File: src/rtl/inst_fetch.sv
// Instruction fetch stage: holds the fetch PC, reads the combinational
// instruction memory, and buffers {pc, inst} pairs in a small FIFO for decode.
//
// Handshake (decode side): an entry transfers on a rising edge where
// out_valid && out_ready. out_valid depends only on registered occupancy,
// never on out_ready, and out_inst/out_pc are stable while out_valid is held
// without out_ready. A redirect flushes the FIFO; a pop on the same edge is
// still treated as accepted by decode.
module inst_fetch #(
  parameter logic [31:0] RESET_PC = 32'h0000_0000,
  parameter int          DEPTH    = 2,
  parameter int          CNT_W    = 2
) (
  input  logic             clk,
  input  logic             rst_n,
  output logic [31:0]      imem_addr,
  input  logic [31:0]      imem_data,
  input  logic             redirect_valid,
  input  logic [31:0]      redirect_pc,
  output logic             out_valid,
  input  logic             out_ready,
  output logic [31:0]      out_inst,
  output logic [31:0]      out_pc,
  output logic [CNT_W-1:0] count
);

  localparam int PTR_W = (DEPTH > 1) ? $clog2(DEPTH) : 1;

  logic [31:0]      fetch_pc;
  logic [PTR_W-1:0] wr_ptr;
  logic [PTR_W-1:0] rd_ptr;
  logic [CNT_W-1:0] cnt_q;
  logic [31:0]      pc_mem   [DEPTH];
  logic [31:0]      inst_mem [DEPTH];

  logic push;
  logic pop;
  logic full;

  // Handshake and occupancy decode from registered state
  always_comb begin
    full      = (cnt_q == CNT_W'(DEPTH));
    out_valid = (cnt_q != '0);
    pop       = out_valid & out_ready;
    push      = ~redirect_valid & (~full | pop);
    imem_addr = {2'b00, fetch_pc[31:2]};
    out_inst  = inst_mem[rd_ptr];
    out_pc    = pc_mem[rd_ptr];
    count     = cnt_q;
  end

  // PC, pointers, occupancy and FIFO storage; reset beats redirect beats handshake
  always_ff @(posedge clk) begin
    if (!rst_n) begin
      fetch_pc <= RESET_PC;
      wr_ptr   <= '0;
      rd_ptr   <= '0;
      cnt_q    <= '0;
      for (int i = 0; i < DEPTH; i++) begin
        pc_mem[i]   <= '0;
        inst_mem[i] <= '0;
      end
    end else if (redirect_valid) begin
      fetch_pc <= {redirect_pc[31:2], 2'b00};
      wr_ptr   <= '0;
      rd_ptr   <= '0;
      cnt_q    <= '0;
    end else begin
      if (push) begin
        pc_mem[wr_ptr]   <= fetch_pc;
        inst_mem[wr_ptr] <= imem_data;
        wr_ptr           <= wr_ptr + PTR_W'(1);
        fetch_pc         <= fetch_pc + 32'd4;
      end
      if (pop) begin
        rd_ptr <= rd_ptr + PTR_W'(1);
      end
      case ({push, pop})
        2'b10:   cnt_q <= cnt_q + CNT_W'(1);
        2'b01:   cnt_q <= cnt_q - CNT_W'(1);
        default: cnt_q <= cnt_q;
      endcase
    end
  end

endmodule

File: config.mk
export PLATFORM = sky130hd
export DESIGN_NAME = inst_fetch
export DESIGN_NICKNAME = d
export VERILOG_FILES = /design/src/rtl/inst_fetch.sv
export SDC_FILE = /design/constraint.sdc
export NUM_CORES = 1
export LEC_CHECK = 0
export CAP_MARGIN = 30
export CORE_MARGIN = 2
export CORE_UTILIZATION = 35
export CTS_BUF_LIST = sky130_fd_sc_hd__clkbuf_4
export DETAILED_ROUTE_END_ITERATION = 6
export RECOVER_POWER = 25
export SKIP_CTS_REPAIR_TIMING = 1
export SYNTH_ARGS = -nofsm -noshare
export SYNTH_HDL_FRONTEND = slang
export SYNTH_SLANG_ARGS = --single-unit
File: constraint.sdc
create_clock -name clk -period 8.26 [get_ports clk]
set_input_delay 2.065 -clock clk [delete_from_list [all_inputs] [get_ports clk]]
set_output_delay 2.065 -clock clk [all_outputs]
set_load 0.005 [all_outputs]
==> impl_metrics.py <==
metrics = {
    "outcome": {
        "status": "finished, violations left",
        "failed_checks": "max-capacitance violations, max-slew violations",
    },
    "power_and_ir_drop": {
        "leakage_nw": 3.56,
        "p_per_area_nw_per_um2": 174,
        "vdd_drop_max_mv": 0.0674,
    },
    "timing": {
        "post-route-period-util": 0.696,
        "fin_crit_ns": 5.75,
        "skew_ns": 0.0186,
        "drv_slew": 33,
        "max-slew-margin-rel": -0.00280,
        "tns_ns": 0,
        "setup_viol_count_final": 0,
        "max_freq_mhz": 174,
        "hold_violations": 0,
        "max_slew.worst_pin.slew_ns": 1.50,
        "rsz0062_at_grt": "no",
    },
    "worst_setup_path": {
        "reg2reg_from": "count[0]$_SDFFE_PP0P_",
        "criticalPathCategory": "in -> reg",
        "critPathRequiredTime_ns": 8.67,
        "critPathLaunchType": "input port",
        "critical_path.endpoint_type": "flop",
        "r2r_slack_ns": 5.35,
        "arrival_ns": 6.15,
        "crit_path_max_fanout": 33,
        "worstReg2RegEnd": "inst_mem[0][14]$_SDFFCE_PN0P_",
        "worstRegToRegCells": 4,
    },
    "detailed_routing": {
        "ant_nets": 0,
        "vias": 5107,
        "drtIter0Drc": 316,
        "post_drt_via_cell_ratio": 5.06,
        "finalWirelength_mm": 18.5,
        "dr.pass1.iters": 5,
        "drt-wirelength-per-cell_um": 18.3,
        "route.detailed.drc": 0,
    },
    "yosys": {
        "synth_mux_area_frac": 0.0973,
        "yosys_register_bits": 159,
        "synth.area.top_cells": "edfxtp_1 51%, dfxtp_1 9.6%, mux2_2 9.6%",
        "synth_top_family_by_area": "simple AND/OR/NAND/NOR gates",
        "synth.avg_cell_area_um2": 12.5,
        "synth-simple-area-share": 0.174,
        "synth_cells": 582,
        "synth-adder-area-share": 0.00344,
        "synth-xor-area-share": 0.0373,
        "synth_compound_area_frac": 0.0451,
        "netlist_area_um2": 7280,
        "yosys_warnings": 0,
        "seq_area_frac_synth": 0.608,
        "synth_cell_types": 39,
        "synth_top_cell_by_area": "edfxtp_1",
        "synth_top_area_frac": 0.512,
    },
    "global_routing": {
        "grt_max_degree": 65,
        "grt_pass1_wl_mm": 28.4,
        "grt_usage": 0.170,
        "grt_pass1_vias": 5120,
        "grt-ovfl-total": 0,
        "antenna_found_initial": 2,
    },
    "clock_tree": {
        "clk_path_buf_depth": 2,
        "clock_latency_ns": 0.55,
        "path_clk_slew_ns": 0.12,
        "tritoncts": "built",
        "cts_sinks": 159,
        "cts_root_buf": "clkbuf_4",
        "cts-htree-levels": 4,
        "cts_buffers": 17,
    },
    "floorplan": {
        "rows": 52,
        "die-area_um2": 22000,
        "start_util": 0.358,
        "core-area_um2": 20300,
        "die_w_um": 148,
        "io_pins": 167,
        "die_h_um": 148,
    },
    "hold_path": {
        "worstHoldStart": "rd_ptr$_SDFFE_PP0P_",
        "min_path_type": "reg -> reg",
        "min_path_cells": 2,
    },
    "placed_design": {
        "dp_hpwl_mm": 11.4,
        "gp_congestion": 0.784,
        "numPortBuffers": 160,
        "placed_cell_area_um2": 9120,
    },
    "finish": {
        "area_growth_pct": 28.2,
        "final_nets": 795,
        "fill_cells": 1888,
        "drive_gt1_frac": 0.142,
        "fin_area_um2": 9330,
    },
    "job": {
        "cap_violations": 1,
    },
}
## worst max-delay path, cell delays in order
cell and delay, ns:
dlygate4sd3_1 0.52, clkbuf_1 1.09, nand2_1 0.85, nor3_1 0.40, clkbuf_1 0.97, and2_1 0.25
## routing by layer
layer / global-route usage / part of all wire
met5: 0 / 0.00070
met1: 0.230 / 0.45
met3: 0.0451 / 0.072
met4: 0.0519 / 0.010
met2: 0.269 / 0.46
## how the worst max path moves through the flow
stage                              start                             to
final                              rst_n  inst_mem[0][23]$_SDFFCE_PN0P_
after floorplan                out_ready   inst_mem[0][0]$_SDFFCE_PN0P_
after CTS                 redirect_valid  inst_mem[0][13]$_SDFFCE_PN0P_
after global routing               rst_n     pc_mem[0][5]$_SDFFCE_PN0P_
after global placement    redirect_valid  inst_mem[0][10]$_SDFFCE_PN0P_
after detailed placement  redirect_valid  inst_mem[0][11]$_SDFFCE_PN0P_
## logic make-up after synthesis
logic type	count (synthesis)
fa+ha+maj	2
buf+inv	57
flops	159
xor+xnor	31
compound gates	63
other cells	1
mux	63
simple gates	206
## through the flow
stage	worst slack, ns	utilization	hold WS [ns]	power [mW]	cells
floorplan	0.730	-	0.481	1.05	585
global placement	2.98	0.449	0.495	1.18	976
detailed placement	2.92	0.449	0.504	1.19	976
CTS	3.54	0.463	0.539	1.65	1008
global route	2.22	0.459	0.559	1.69	1009
finish	2.51	0.459	0.531	1.62	1009
## sequential cells by signal, summed over array words and instances (netlist names), named ones only
| name | count |
|---|---|
| rd_ptr | 1 |
| inst_mem | 64 |
| fetch_pc | 30 |
| wr_ptr | 1 |
| count | 2 |
| pc_mem | 60 |
## cell type report
cell class,count,area (um2),share of cell area
repair buffers,168,1650,0.177
multi-input cells,369,2600,0.279
clock buffers,20,150,0.0161
flip-flops and latches,159,4430,0.475
inverters,10,37.5,0.00402
diodes,1,2.50,0.000268
clock inverters,12,120,0.0129
well taps,270,338,0.0362
## synthesized netlist by cell type, drive strengths merged
master and n:
edfxtp 124, and3 66, mux2 62, and2 57
clkbuf 39, dfxtp 35, o21ai 33, a21oi 26
xnor2 22, nand2 18, nor4 16, nand3 11
nor3 11, inv 10, xor2 9, buf 8
nor2 8, nand4 7, and4 4, a22o 2
ha 2, or2 2, or3 2, or3b 2
a31oi 1, conb 1, mux2i 1, nor2b 1
nor3b 1, o2bb2ai 1
## power by group
group          switching (mW)  leakage, nW  total [mW]  internal, mW
sequential             0.0325         1.61       0.945         0.913
combinational          0.0925         1.81       0.217         0.124
clock                   0.273        0.140       0.459         0.186
## cell usage in the layout (no fill, tap or decap), types with 9 or more instances in the layout
cell type	instances
clkdlybuf4s50_1	125
edfxtp_1	124
and3_1	64
mux2_2	62
and2_1	48
dlygate4sd3_1	35
dfxtp_1	33
o21ai_0	32
a21oi_1	26
xnor2_1	22
clkbuf_4	20
nand2_1	17
nor4_1	16
nor3_1	11
inv_1	10
nand3_1	10
and2_0	9
xor2_1	9
(Power assumes the default switching activity.)
